[config.mk]
export PLATFORM = sky130hd
export DESIGN_NAME = ibex_axi4l_bridge_flat
export DESIGN_NICKNAME = d
export VERILOG_FILES = /design/src/rtl/ibex_axi4l_bridge_if.sv /design/src/rtl/ibex_axi4l_bridge.sv /design/src/flat_wrapper.sv
export SDC_FILE = /design/constraint.sdc
export NUM_CORES = 1
export LEC_CHECK = 0
export ABC_CLOCK_PERIOD_IN_PS = 2500
export BUFFER_PORTS_ARGS = -buffer_cell sky130_fd_sc_hd__buf_2
export CELL_PAD_IN_SITES_DETAIL_PLACEMENT = 0
export CELL_PAD_IN_SITES_GLOBAL_PLACEMENT = 1
export CORE_ASPECT_RATIO = 0.8
export CORE_MARGIN = 1
export CORE_UTILIZATION = 29
export CTS_BUF_LIST = sky130_fd_sc_hd__clkbuf_4
export DETAILED_ROUTE_END_ITERATION = 10
export GPL_TIMING_DRIVEN = 0
export HOLD_SLACK_MARGIN = 0.02
export PLACE_DENSITY_LB_ADDON = 0.1
export SKIP_LAST_GASP = 1
export SYNTH_ARGS = -nofsm -noshare
export SYNTH_HDL_FRONTEND = slang
export SYNTH_SLANG_ARGS = --single-unit
[constraint.sdc]
create_clock -name clk -period 2.5 [get_ports clk]
set_clock_uncertainty 0.15 [all_clocks]
set_input_delay 0.25 -clock clk [delete_from_list [all_inputs] [get_ports clk]]
set_output_delay 0.25 -clock clk [all_outputs]
set_load 0.05 [all_outputs]
[src/rtl/ibex_axi4l_bridge_if.sv]
// axi4l_if: AXI4-Lite bus bundle; the master side also drives the bus clock and reset.
interface axi4l_if;
  logic        aclk;
  logic        aresetn;
  logic        awvalid;
  logic        awready;
  logic [31:0] awaddr;
  logic [2:0]  awprot;
  logic        wvalid;
  logic        wready;
  logic [31:0] wdata;
  logic [3:0]  wstrb;
  logic        bvalid;
  logic        bready;
  logic [1:0]  bresp;
  logic        arvalid;
  logic        arready;
  logic [31:0] araddr;
  logic [2:0]  arprot;
  logic        rvalid;
  logic        rready;
  logic [31:0] rdata;
  logic [1:0]  rresp;
  modport master (
    output aclk, aresetn, awvalid, awaddr, awprot, wvalid, wdata, wstrb, bready,
           arvalid, araddr, arprot, rready,
    input  awready, wready, bvalid, bresp, arready, rvalid, rdata, rresp
  );
  modport slave (
    input  aclk, aresetn, awvalid, awaddr, awprot, wvalid, wdata, wstrb, bready,
           arvalid, araddr, arprot, rready,
    output awready, wready, bvalid, bresp, arready, rvalid, rdata, rresp
  );
endinterface

[src/rtl/ibex_axi4l_bridge.sv]
// ibex_axi4l_bridge: Ibex LSU data port to AXI4-Lite master, one transaction outstanding.
// Define AXI4L_BRIDGE_RSP_REG_EN to register the LSU response through an extra RSP state.
module ibex_axi4l_bridge #(
  parameter logic [2:0] PROT = 3'b000
) (
  input  logic        clk,
  input  logic        rst_n,
  input  logic        data_req,
  output logic        data_gnt,
  output logic        data_rvalid,
  input  logic        data_we,
  input  logic [3:0]  data_be,
  input  logic [31:0] data_addr,
  input  logic [31:0] data_wdata,
  output logic [31:0] data_rdata,
  output logic        data_err,
  axi4l_if.master     axi
);
`ifdef AXI4L_BRIDGE_RSP_REG_EN
  typedef enum logic [2:0] {IDLE, WR_REQ, WR_RSP, RD_REQ, RD_RSP, RSP} state_t;
  localparam state_t DONE = RSP;
`else
  typedef enum logic [2:0] {IDLE, WR_REQ, WR_RSP, RD_REQ, RD_RSP} state_t;
  localparam state_t DONE = IDLE;
`endif
  state_t      state_q, state_d;
  logic [31:0] addr_q, wdata_q, rsp_data;
  logic [3:0]  be_q;
  logic        aw_done, w_done;
  logic        awvalid, wvalid, arvalid, bready, rready;
  logic        aw_hs, w_hs, ar_hs, b_hs, r_hs, rsp_hs, rsp_err;
  assign awvalid  = state_q == WR_REQ && !aw_done;
  assign wvalid   = state_q == WR_REQ && !w_done;
  assign arvalid  = state_q == RD_REQ;
  assign bready   = state_q == WR_RSP;
  assign rready   = state_q == RD_RSP;
  assign aw_hs    = awvalid && axi.awready;
  assign w_hs     = wvalid && axi.wready;
  assign ar_hs    = arvalid && axi.arready;
  assign b_hs     = bready && axi.bvalid;
  assign r_hs     = rready && axi.rvalid;
  assign rsp_hs   = b_hs || r_hs;
  // SLVERR/DECERR have the top resp bit set; OKAY/EXOKAY do not
  assign rsp_err  = b_hs ? axi.bresp >= 2'b10 : axi.rresp >= 2'b10;
  assign rsp_data = r_hs ? axi.rdata : '0;
  assign data_gnt = rst_n && state_q == IDLE && data_req;
  assign axi.aclk    = clk;
  assign axi.aresetn = rst_n;
  assign axi.awvalid = awvalid;
  assign axi.awaddr  = addr_q;
  assign axi.awprot  = PROT;
  assign axi.wvalid  = wvalid;
  assign axi.wdata   = wdata_q;
  assign axi.wstrb   = be_q;
  assign axi.bready  = bready;
  assign axi.arvalid = arvalid;
  assign axi.araddr  = addr_q;
  assign axi.arprot  = PROT;
  assign axi.rready  = rready;
  always_comb begin
    state_d = state_q;
    case (state_q)
      IDLE:    state_d = data_req ? (data_we ? WR_REQ : RD_REQ) : IDLE;
      WR_REQ:  state_d = (aw_done || aw_hs) && (w_done || w_hs) ? WR_RSP : WR_REQ;
      WR_RSP:  state_d = b_hs ? DONE : WR_RSP;
      RD_REQ:  state_d = ar_hs ? RD_RSP : RD_REQ;
      RD_RSP:  state_d = r_hs ? DONE : RD_RSP;
      default: state_d = IDLE;
    endcase
  end
  always_ff @(posedge clk) begin
    if (!rst_n) begin
      state_q <= IDLE;
      addr_q  <= '0;
      wdata_q <= '0;
      be_q    <= '0;
      aw_done <= 1'b0;
      w_done  <= 1'b0;
    end else begin
      state_q <= state_d;
      if (data_gnt) begin
        addr_q  <= data_addr;
        wdata_q <= data_wdata;
        be_q    <= data_be;
        aw_done <= 1'b0;
        w_done  <= 1'b0;
      end else begin
        aw_done <= aw_done || aw_hs;
        w_done  <= w_done || w_hs;
      end
    end
  end
`ifdef AXI4L_BRIDGE_RSP_REG_EN
  logic [31:0] rdata_q;
  logic        err_q;
  always_ff @(posedge clk) begin
    if (!rst_n) begin
      rdata_q <= '0;
      err_q   <= 1'b0;
    end else begin
      rdata_q <= rsp_data;
      err_q   <= rsp_hs && rsp_err;
    end
  end
  assign data_rvalid = rst_n && state_q == RSP;
  assign data_rdata  = rdata_q;
  assign data_err    = err_q;
`else
  assign data_rvalid = rst_n && rsp_hs;
  assign data_rdata  = data_rvalid ? rsp_data : '0;
  assign data_err    = data_rvalid && rsp_err;
`endif
endmodule

[src/flat_wrapper.sv]
// flat-port wrapper written by rule: the top's interface ports become plain ports
module ibex_axi4l_bridge_flat 
#(
  parameter logic [2:0] PROT = 3'b000
)
  (clk, rst_n, data_req, data_gnt, data_rvalid, data_we, data_be, data_addr, data_wdata, data_rdata, data_err, axi_aclk, axi_aresetn, axi_awvalid, axi_awaddr, axi_awprot, axi_wvalid, axi_wdata, axi_wstrb, axi_bready, axi_arvalid, axi_araddr, axi_arprot, axi_rready, axi_awready, axi_wready, axi_bvalid, axi_bresp, axi_arready, axi_rvalid, axi_rdata, axi_rresp);
  axi4l_if axi_i ();
  input  logic clk;
  input  logic rst_n;
  input  logic data_req;
  output logic data_gnt;
  output logic data_rvalid;
  input  logic data_we;
  input  logic [3:0] data_be;
  input  logic [31:0] data_addr;
  input  logic [31:0] data_wdata;
  output logic [31:0] data_rdata;
  output logic data_err;
  output wire logic [$bits(axi_i.aclk)-1:0] axi_aclk;
  output wire logic [$bits(axi_i.aresetn)-1:0] axi_aresetn;
  output wire logic [$bits(axi_i.awvalid)-1:0] axi_awvalid;
  output wire logic [$bits(axi_i.awaddr)-1:0] axi_awaddr;
  output wire logic [$bits(axi_i.awprot)-1:0] axi_awprot;
  output wire logic [$bits(axi_i.wvalid)-1:0] axi_wvalid;
  output wire logic [$bits(axi_i.wdata)-1:0] axi_wdata;
  output wire logic [$bits(axi_i.wstrb)-1:0] axi_wstrb;
  output wire logic [$bits(axi_i.bready)-1:0] axi_bready;
  output wire logic [$bits(axi_i.arvalid)-1:0] axi_arvalid;
  output wire logic [$bits(axi_i.araddr)-1:0] axi_araddr;
  output wire logic [$bits(axi_i.arprot)-1:0] axi_arprot;
  output wire logic [$bits(axi_i.rready)-1:0] axi_rready;
  input wire logic [$bits(axi_i.awready)-1:0] axi_awready;
  input wire logic [$bits(axi_i.wready)-1:0] axi_wready;
  input wire logic [$bits(axi_i.bvalid)-1:0] axi_bvalid;
  input wire logic [$bits(axi_i.bresp)-1:0] axi_bresp;
  input wire logic [$bits(axi_i.arready)-1:0] axi_arready;
  input wire logic [$bits(axi_i.rvalid)-1:0] axi_rvalid;
  input wire logic [$bits(axi_i.rdata)-1:0] axi_rdata;
  input wire logic [$bits(axi_i.rresp)-1:0] axi_rresp;
  assign axi_aclk = axi_i.aclk;
  assign axi_aresetn = axi_i.aresetn;
  assign axi_awvalid = axi_i.awvalid;
  assign axi_awaddr = axi_i.awaddr;
  assign axi_awprot = axi_i.awprot;
  assign axi_wvalid = axi_i.wvalid;
  assign axi_wdata = axi_i.wdata;
  assign axi_wstrb = axi_i.wstrb;
  assign axi_bready = axi_i.bready;
  assign axi_arvalid = axi_i.arvalid;
  assign axi_araddr = axi_i.araddr;
  assign axi_arprot = axi_i.arprot;
  assign axi_rready = axi_i.rready;
  assign axi_i.awready = axi_awready;
  assign axi_i.wready = axi_wready;
  assign axi_i.bvalid = axi_bvalid;
  assign axi_i.bresp = axi_bresp;
  assign axi_i.arready = axi_arready;
  assign axi_i.rvalid = axi_rvalid;
  assign axi_i.rdata = axi_rdata;
  assign axi_i.rresp = axi_rresp;
  ibex_axi4l_bridge #(.PROT(PROT)) u_core (.clk(clk), .rst_n(rst_n), .data_req(data_req), .data_gnt(data_gnt), .data_rvalid(data_rvalid), .data_we(data_we), .data_be(data_be), .data_addr(data_addr), .data_wdata(data_wdata), .data_rdata(data_rdata), .data_err(data_err), .axi(axi_i));
endmodule
==> metrics.md, run 1 <==
| Metric | Value |
|---|---|
| Status | completed |
| Most frequent cells in the layout | buf_2 (226), dlygate4sd3_1 (75), dfxtp_1 (71), a22o_1 (69), buf_4 (67) |
| Asr flop ratio synth | 0% |
| Clock slew at reported path FFs | 110 ps |
| GRT Total Usage | 17.61% |
| Synth area leader | dfxtp_1 |
| Max IR drop VDD | 0.0003850 V |
| Yosys top cell area share | 49.83% |
| First-pass GRT wire length | 14560 um |
| TNS Setup | 0 ps |
| Synth area leaders | dfxtp_1 (50%), a22o_1 (21%), buf_4 (10%) |
| Pin count of the biggest net entering global routing | 16 |
| DRC viols | 0 |
| CTS tree | built |
| Inst Count DP | 665 |
| Mean Syn Cell Area | 10.78 sq um |
| Dpl ws | 448.4 ps |
| Initial antenna violation count | 0 |
| CP Class | flop to primary output |
| Worst R2R Path Depth | 5 |
| Post-synth EDFFs | 0 |
| Via density | 4.327 |
| DP HPWL | 6850 um |
| Synth Flop Type | dfxtp_1 |
| # diodes | 0 |
| Mapped cell area | 2933 sq um |
| 1st-iter DRT viols | 80 |
| GP Congestion | 0.7035 |
| FF-to-FF End | u_core.state_q[1]$_SDFF_PN0_ |
| Final hold violation count | 0 |
| Worst EP arrival | 1940 ps |
| Seq/Total Area, Yosys | 49.83% |
| FF-to-FF setup slack | 330 ps |
| Leading cell type in the layout, fill and taps excluded | buf_2 |
| WL/cell | 12.83 um |
| Worst r2r src | u_core.state_q[0]$_SDFF_PN0_ |
| Number of global-route vias before repair | 3077 |
| Final Instance Area | 5413 sq um |
| Pleak | 2.939 nW |
| Worst setup EP type | primary output |
| Total congestion overflow | 0 |
| Max-cap violation count | 0 |
| Area grow syn2layout | 84.56% |
| Share of cells above drive strength 1 | 53.61% |
| Seq cells post-synth | 73 |
| Data required, critical path | 2100 ps |
| Min-Delay Path Class | input pin to flop |
| Final setup vio count | 0 |
| Fin nets | 731 |
| Fmax | 427.8 MHz |
| Power Density | 656.6 nW/um^2 |
| Non-filler cells, final | 759 |
| Skew-Pair Late Insertion Delay | 510 ps |
| Placed inst area | 4388 sq um |
| Gate Count Post-Synth | 272 |
| Row count | 32 |
| Startpoint class of the critical path | flop |
| RSZ-0062 raised after global routing | false |
| Slew @ Worst Pin | 531.6 ps |
| Post-synthesis cell type count | 30 |
| CP max FO | 10 |
| Setup crit start | u_core.state_q[0]$_SDFF_PN0_ |
| # port buffers | 252 |
| Minimum clock period | 2338 ps |
| Setup WS post-layout | 162.3 ps |
| Period utilization | 93.51% |
| CP endpoint | data_rvalid |
| Ys Warns | 0 |
| Final Util | 55.63% |
| Drt total wl | 9735 um |
| # IOs | 261 |
| Via Count | 3284 |
| Post-detailed-route count of antenna-violating nets | 0 |
| Drt first pass iters | 4 |
| Initial Utilization | 30.14% |
| Chip width | 114.4 um |
| Die span in y | 91.95 um |
| Final Max Tran Viols | 0 |
| Full die area | 10520 sq um |
| Core area | 9729 sq um |
| Rel. slew slack | 64.43% |
==> cells by family (layout without fill, tap and decap cells) <==
logic type / after synthesis / count (layout) / share of synthesized area (%)
buffers and inverters: 63 / 409 / 14.38
other: 1 / 6 / 0.1279
AND/OR/NAND/NOR: 56 / 56 / 12.71
flip-flops: 73 / 73 / 49.83
AO/OA/AOI/OAI: 79 / 79 / 22.95
==> how the worst min path moves through the flow <==
stage | start | slack [ps] | endpoint | cells after the start
4_1_cts | data_req | 90 | u_core.state_q[0]$_SDFF_PN0_ | 4
2_1_floorplan | data_wdata[20] | 230 | u_core.axi.wdata[20]$_SDFFE_PN0P_ | 1
3_3_place_gp | u_core.axi.wstrb[3]$_SDFFE_PN0P_ | 300 | u_core.axi.wstrb[3]$_SDFFE_PN0P_ | 1
6_report | data_req | 130 | u_core.state_q[0]$_SDFF_PN0_ | 4
3_5_place_dp | u_core.axi.wdata[23]$_SDFFE_PN0P_ | 300 | u_core.axi.wdata[23]$_SDFFE_PN0P_ | 1
5_1_grt | data_req | 110 | u_core.state_q[0]$_SDFF_PN0_ | 4
==> worst max-delay path: stages (launching register included) <==
cell      delay (ps)
dfxtp_1          430
clkbuf_2         240
nor3b_2           80
and3_1           190
or2_2            270
buf_2            210
==> metal layers <==
metal  global-route usage [%]  vias up  wire length (um)
li1                         -     1621                 -
met1                    21.72     1514              4282
met2                    28.99      136              4621
met3                    5.221       13               692
met4                    6.385        0               138
met5                        0        -                 0
==> cell type report <==
class | count | area [sq um]
plain buffers | 61 | 427.9
clock buffers | 13 | 95.09
clock inverters | 7 | 53.80
fillers | 945 | 4317
inverters | 1 | 3.754
multi-input cells | 141 | 1080
flip-flops and latches | 73 | 1464
well taps | 136 | 170.2
repair buffers | 327 | 2118
==> through the flow <==
stage / power, mW / hold WS [ps]
global route: 3.726 / 107.9
detailed placement: 2.747 / 298.9
floorplan: 2.413 / 232.6
global placement: 2.744 / 300.7
finish: 3.554 / 130.9
CTS: 3.586 / 90.50
==> flip-flops by register name, indices dropped and copies added (netlist names) <==
name / cells
u_core.w_done: 1
u_core.state_q: 3
u_core.axi.araddr: 32
u_core.axi.wdata: 32
u_core.aw_done: 1
u_core.axi.wstrb: 4
==> power breakdown <==
group,internal (mW),switching (mW)
Clock,0.298,0.535
Sequential,1.28,0.0852
Combinational,0.451,0.900
==> what timing repair did <==
item,4_1_cts,5_1_grt
hold buffers,75,0
setup buffers,0,1
pin swaps,0,0
resized for setup,15,58
endpoints found under the hold margin,73,0
endpoints found under the setup margin,31,31
==> synthesized netlist by cell type, types with 2 or more instances <==
| library cell | count |
|---|---|
| a21o_1 | 2 |
| a22o_1 | 69 |
| and2_1 | 33 |
| and3_1 | 3 |
| and4bb_2 | 2 |
| buf_2 | 7 |
| buf_4 | 41 |
| buf_6 | 3 |
| clkbuf_1 | 11 |
| dfxtp_1 | 73 |
| nand2_1 | 3 |
| nand2b_1 | 2 |
| nor2_1 | 4 |
| nor3b_1 | 2 |
| o21a_1 | 2 |
Note: power is estimated with default switching activity, not from simulation.
==> run 2, diff against run 1 <==
--- a/config.mk
+++ b/config.mk
@@ -10,7 +10,7 @@
 export CELL_PAD_IN_SITES_DETAIL_PLACEMENT = 0
 export CELL_PAD_IN_SITES_GLOBAL_PLACEMENT = 1
 export CORE_ASPECT_RATIO = 0.8
-export CORE_MARGIN = 1
+export CORE_MARGIN = 5
 export CORE_UTILIZATION = 29
 export CTS_BUF_LIST = sky130_fd_sc_hd__clkbuf_4
 export DETAILED_ROUTE_END_ITERATION = 10
==> run 2 against run 1 <==
Net effect:
- global-route usage decreased by 0.45 points
- sequential cell count unchanged
- fmax decreased by 3.0%
- first-iteration DRC count grew 150%
- worst hold slack worse by 71 ps
- via count shrank 0.79%
- critical endpoint is now data_rdata[13]
- largest power group unchanged
==> metrics.md, run 2 (synthesis results as in run 1) <==
| Metric | Value |
|---|---|
| Chip width | 122.4 um (+7.0%) |
| Min-Delay Path Class | input pin to flop |
| Cell internal pwr | 2.036 mW (+0.13%) |
| Most frequent cells in the layout | buf_2 (227), dlygate4sd3_1 (74), dfxtp_1 (73), a22o_1 (69), buf_4 (51) |
| GRT Total Usage | 17.16% (-0.45 points) |
| # IOs | 261 (unchanged) |
| Final Max Tran Viols | 0 (unchanged) |
| RSZ-0062 raised after global routing | true |
| Rel. slew slack | 62.93% (-1.5 points) |
| Pleak | 2.911 nW (-0.94%) |
| Max-cap violation count | 0 (unchanged) |
| Setup crit start | u_core.state_q[0]$_SDFF_PN0_ |
| Hold path depth | 3 (-1) |
| Final hold violation count | 0 (unchanged) |
| Max IR drop VDD | 0.0003265 V (-15%) |
| TNS Setup | 0 ps (unchanged) |
| Via density | 4.292 (-0.79%) |
| DP HPWL | 7965 um (+16%) |
| Initial antenna violation count | 0 (unchanged) |
| DRC viols | 0 (unchanged) |
| Psw | 1.515 mW (-0.37%) |
| GP Congestion | 0.7435 (+5.7%) |
| Dpl ws | 465.8 ps (+17.46 ps) |
| Pin count of the biggest net entering global routing | 16 (unchanged) |
| Comb pwr share | 38.5% (+0.5 points) |
| Power Density | 660.4 nW/um^2 (+0.59%) |
| Area grow syn2layout | 83.32% |
| Initial Utilization | 30.02% (-0.12 points) |
| # diodes | 0 (unchanged) |
| Sw frac | 42.65% (-0.12 points) |
| Worst setup EP type | primary output |
| Flop pwr share | 38.5% (about the same) |
| Hold path start | axi_wready |
| Via Count | 3258 (-0.79%) |
| Period utilization | 96.44% (+2.9 points) |
| CP Class | flop to primary output |
| Final setup vio count | 0 (unchanged) |
| Startpoint class of the critical path | flop |
| Full die area | 12240 sq um (+16%) |
| Minimum clock period | 2411 ps (+73.30 ps) |
| Data required, critical path | 2100 ps (about the same) |
| Clk network pwr share | 23.0% (-0.4 points) |
| Share of cells above drive strength 1 | 53.45% (-0.16 points) |
| Hold Crit Endpoint | u_core.w_done$_SDFF_PP0_ |
| Worst r2r src | u_core.state_q[0]$_SDFF_PN0_ |
| Total congestion overflow | 0 (unchanged) |
| Register area | 1461 sq um (-0.17%) |
| CP max FO | 10 (unchanged) |
| Clock slew at reported path FFs | 110 ps (about the same) |
| Filler cells | 929 (-1.7%) |
| Worst EP arrival | 2010 ps (+70 ps) |
| Core area | 9769 sq um (+0.41%) |
| # port buffers | 252 (unchanged) |
| Die span in y | 99.95 um (+8.7%) |
| FF-to-FF setup slack | 340 ps (about the same) |
| FF-to-FF End | u_core.state_q[1]$_SDFF_PN0_ |
| Fin nets | 731 (unchanged) |
| Setup WS post-layout | 89.03 ps (-73.30 ps) |
| 1st-iter DRT viols | 196 (+150%) |
| Post-detailed-route count of antenna-violating nets | 0 (unchanged) |
| Fmax | 414.8 MHz (-3.0%) |
| Row count | 32 (unchanged) |
| WL/cell | 14.76 um (+15%) |
| Status | completed |
| CTS tree | built |
| Area of the multi-input gates | 1080 sq um (unchanged) |
| Slew @ Worst Pin | 553.9 ps (+22.38 ps) |
| First-pass GRT wire length | 16620 um (+14%) |
| Leading cell type in the layout, fill and taps excluded | buf_2 |
| Drt total wl | 11200 um (+15%) |
| Drt first pass iters | 4 (unchanged) |
| Skew-Pair Late Insertion Delay | 500 ps (about the same) |
| Worst R2R Path Depth | 5 (unchanged) |
| Number of global-route vias before repair | 3254 (+5.8%) |
-- run 2: cell types whose count changed in the layout (fill, tap and decap cells not counted), sizes merged --
| cell | delta |
|---|---|
| clkbuf | +24 |
| buf | -22 |
| clkinvlp | +2 |
| dlygate4sd3 | -1 |
| clkinv | -1 |
| inv | -2 |
-- run 2: area by class of cell --
type / count / share of cell area [%]
Buffer: 61 / 7.912
Clock buffer: 14 / 1.908
Clock inverter: 6 / 0.8145
Inverter: 1 / 0.06982
Multi-Input combinational cell: 141 / 20.08
Sequential cell: 73 / 27.18
Tap cell: 136 / 3.165
Timing Repair Buffer: 327 / 38.86
-- run 2: repair_timing --
| action | 4_1_cts | 5_1_grt |
|---|---|---|
| pin swaps | 0 | 1 |
| hold buffers | 74 | 0 |
| buffers inserted | 0 | 2 |
| resized for setup | 4 | 46 |
| endpoints found under the setup margin | 31 | 32 |
| hold endpoints to repair | 72 | 0 |
-- run 2: worst max path at each step --
stage / cells past startpoint / endpoint
2_1_floorplan: 5 / data_rdata[10]
3_3_place_gp: 6 / data_gnt
3_5_place_dp: 6 / data_rdata[1]
4_1_cts: 6 / data_rdata[1]
5_1_grt: 6 / data_rdata[13]
6_report: 6 / data_rdata[13]
-- run 2: metrics by stage --
step | hold WS (ps) | utilization, % | cell area (sq um) | cells | power (mW)
after floorplan | 232.6 | - | 2957 | 277 | 2.413
after global placement | 301.7 | 44.92 | 4388 | 665 | 2.756
final | 60.05 | 55.03 | 5376 | 759 | 3.551
after CTS | 30.47 | 53.96 | 5271 | 757 | 3.590
after global routing | 41.12 | 55.03 | 5376 | 759 | 3.730
after detailed placement | 301.4 | 44.92 | 4388 | 665 | 2.757
-- run 2: worst max-delay path, stage by stage, from the launching register on --
cell	delay [ps]
dfxtp_1	370
nor3b_2	220
and3_1	180
buf_2	150
clkbuf_4	190
and2_1	160
clkbuf_4	240
-- run 2: metal layers --
metal	vias up	global-route usage (%)	part of all wire (%)	wire length, um
met1	1490	20.94	40	4493
li1	1622	-	-	-
met3	13	5.746	7.4	832
met4	0	4.819	1.4	160
met2	133	28.93	51	5717
met5	-	0	0	0
-- run 2: power groups by stage --
stage	Combinational (mW)	Sequential, mW	Clock (mW)
finish	1.37	1.37	0.817
detailed placement	1.27	1.39	0.0978
global route	1.43	1.38	0.912
global placement	1.27	1.39	0.0978
CTS	1.36	1.37	0.861
floorplan	0.559	1.77	0.0862
==> run 3, diff against run 2 <==
==> constraint.sdc (replaced) <==
create_clock -name clk -period 2.5 [get_ports clk]
set_clock_uncertainty 0.15 [all_clocks]
set_input_delay 0.25 -clock clk [delete_from_list [all_inputs] [get_ports clk]]
set_output_delay 0.25 -clock clk [all_outputs]
set_load 0.1 [all_outputs]
==> run 3 against run 2 <==
Net effect:
- final area rose by 7.1%
- critical path depth did not move
- sequential power barely moved
- die area did not move
- sequential cell count did not move
- final cell count fell by 0.13%
- register-to-register slack got worse by 20 ps
- via count fell by 0.49%
- combinational power rose by 50%
- fmax rose by 2.4%
- critical path type unchanged
- critical endpoint is now data_rdata[16]
- largest power group is now combinational cells
==> metrics.md, run 3 (synthesis results as in run 1) <==
| Metric | Value |
|---|---|
| Status | completed |
| Filler cells | 868 (-6.6%) |
| Startpoint class of the critical path | flop |
| Core area | 9769 sq um (unchanged) |
| Post-detailed-route count of antenna-violating nets | 0 (unchanged) |
| Pleak | 3.020 nW (+3.7%) |
| Non-filler cells, final | 758 (-0.13%) |
| # port buffers | 252 (unchanged) |
| Setup WS post-layout | 145.7 ps (+56.72 ps) |
| Skew-Pair Late Insertion Delay | 510 ps (about the same) |
| Total power draw | 4.299 mW (+21%) |
| Chip width | 122.4 um (unchanged) |
| Number of global-route vias before repair | 3394 (+4.3%) |
| Rel. slew slack | 60.12% (-2.8 points) |
| WL/cell | 14.54 um (-1.5%) |
| Fmax | 424.8 MHz (+2.4%) |
| DRC viols | 0 (unchanged) |
| Pin count of the biggest net entering global routing | 16 (unchanged) |
| Fin nets | 730 (-0.14%) |
| Final hold violation count | 0 (unchanged) |
| RSZ-0062 raised after global routing | true |
| Drt first pass iters | 4 (unchanged) |
| Die span in y | 99.95 um (unchanged) |
| Period utilization | 94.17% (-2.3 points) |
| CTS tree | built |
| Via Count | 3242 (-0.49%) |
| Full die area | 12240 sq um (unchanged) |
| Worst setup EP type | primary output |
| GRT Total Usage | 16.82% (-0.35 points) |
| Max IR drop VDD | 0.0009172 V (+180%) |
| # diodes | 0 (unchanged) |
| Min-Delay Path Class | input pin to flop |
| Worst EP arrival | 1950 ps (-60 ps) |
| Initial antenna violation count | 0 (unchanged) |
| 1st-iter DRT viols | 132 (-33%) |
| Area grow syn2layout | 96.42% |
| Initial Utilization | 30.02% (unchanged) |
| Register area | 1461 sq um (unchanged) |
| Share of cells above drive strength 1 | 58.52% (+5.1 points) |
| Via density | 4.277 (-0.36%) |
| Max-cap violation count | 0 (unchanged) |
| First-pass GRT wire length | 16380 um (-1.4%) |
| # IOs | 261 (unchanged) |
| Minimum clock period | 2354 ps (-56.72 ps) |
| Clock slew at reported path FFs | 110 ps (about the same) |
| Hold path depth | 4 (+1) |
| Worst R2R Path Depth | 5 (unchanged) |
| Power Density | 746.3 nW/um^2 (+13%) |
| Most frequent cells in the layout | buf_2 (224), dlygate4sd3_1 (75), dfxtp_1 (73), a22o_1 (68), buf_4 (41) |
| Dpl ws | 267.2 ps (-198.7 ps) |
| Data required, critical path | 2100 ps (about the same) |
| Final Util | 58.97% (+3.9 points) |
| Final setup vio count | 0 (unchanged) |
| Inst Count DP | 665 (unchanged) |
| CP max FO | 10 (unchanged) |
| Area of the multi-input gates | 1146 sq um (+6.1%) |
| Row count | 32 (unchanged) |
| GP Congestion | 0.7569 (+1.8%) |
| Slew @ Worst Pin | 595.9 ps (+42.00 ps) |
| Post-CTS setup-driven buffer insertion count | 0 (unchanged) |
| Leading cell type in the layout, fill and taps excluded | buf_2 |
| Final Max Tran Viols | 0 (unchanged) |
| Drt total wl | 11020 um (-1.7%) |
| CP Class | flop to primary output |
| Total congestion overflow | 0 (unchanged) |
| DP HPWL | 7907 um (-0.72%) |
run 3: cell types whose count changed in the layout (fill, tap and decap cells not counted), moves of 15 or more:
cell | previous run | this run
buf_8 | 0 | 16
clkbuf_4 | 39 | 17
buf_12 | 0 | 15
and2_1 | 33 | 1
and2_4 | 0 | 15
and2_2 | 0 | 17
run 3: worst paths after layout:
check                                                  startpoint                                 to  slack (ps)
worst min register to register  u_core.axi.wdata[30]$_SDFFE_PN0P_  u_core.axi.wdata[30]$_SDFFE_PN0P_         330
worst min-delay path                                     data_req       u_core.state_q[0]$_SDFF_PN0_         130
worst max register to register       u_core.state_q[0]$_SDFF_PN0_       u_core.state_q[1]$_SDFF_PN0_         320
worst max-delay path                 u_core.state_q[0]$_SDFF_PN0_                     data_rdata[16]         150
run 3: critical path, cell delays in order, from the launching register on:
cell and delay [ps]:
dfxtp_1 370, nor3b_4 220, and3_1 170, buf_2 150, clkbuf_4 200, and2_2 190, buf_12 180
run 3: what timing repair did:
item	CTS	global route
pin swaps	0	0
setup endpoints to repair	33	33
hold endpoints to repair	73	0
resized for setup	49	74
hold buffers	75	0
run 3: per-layer routing:
metal | GRT usage (%) | wire, um | share of wire (%)
met1 | 18.95 | 4334 | 39
met2 | 29.56 | 5669 | 51
met3 | 5.352 | 867 | 7.9
met4 | 6.540 | 147 | 1.3
met5 | 0 | 0 | 0
run 3: cell type report:
class | count | area share (%)
Buffer | 61 | 7.385
Clock buffer | 14 | 1.781
Clock inverter | 6 | 0.7602
Inverter | 1 | 0.06516
Multi-Input combinational cell | 141 | 19.90
Sequential cell | 73 | 25.37
Tap cell | 136 | 2.954
Timing Repair Buffer | 326 | 41.79
run 3: power breakdown:
group / switching (mW) / leakage (nW) / internal (mW) / total (mW)
clock network: 0.577 / 0.0792 / 0.300 / 0.877
registers: 0.0829 / 0.599 / 1.28 / 1.37
logic: 1.60 / 2.34 / 0.457 / 2.06
run 3: per-stage QoR:
| stage | TNS [ps] | area (sq um) | hold WS [ps] |
|---|---|---|---|
| 2_1_floorplan | -5630 | 3029 | 232.6 |
| 3_3_place_gp | 0 | 4461 | 300.6 |
| 3_5_place_dp | 0 | 4461 | 298.9 |
| 4_1_cts | -17.73 | 5480 | 101.1 |
| 5_1_grt | -104.2 | 5761 | 115.0 |
| 6_report | 0 | 5761 | 134.8 |
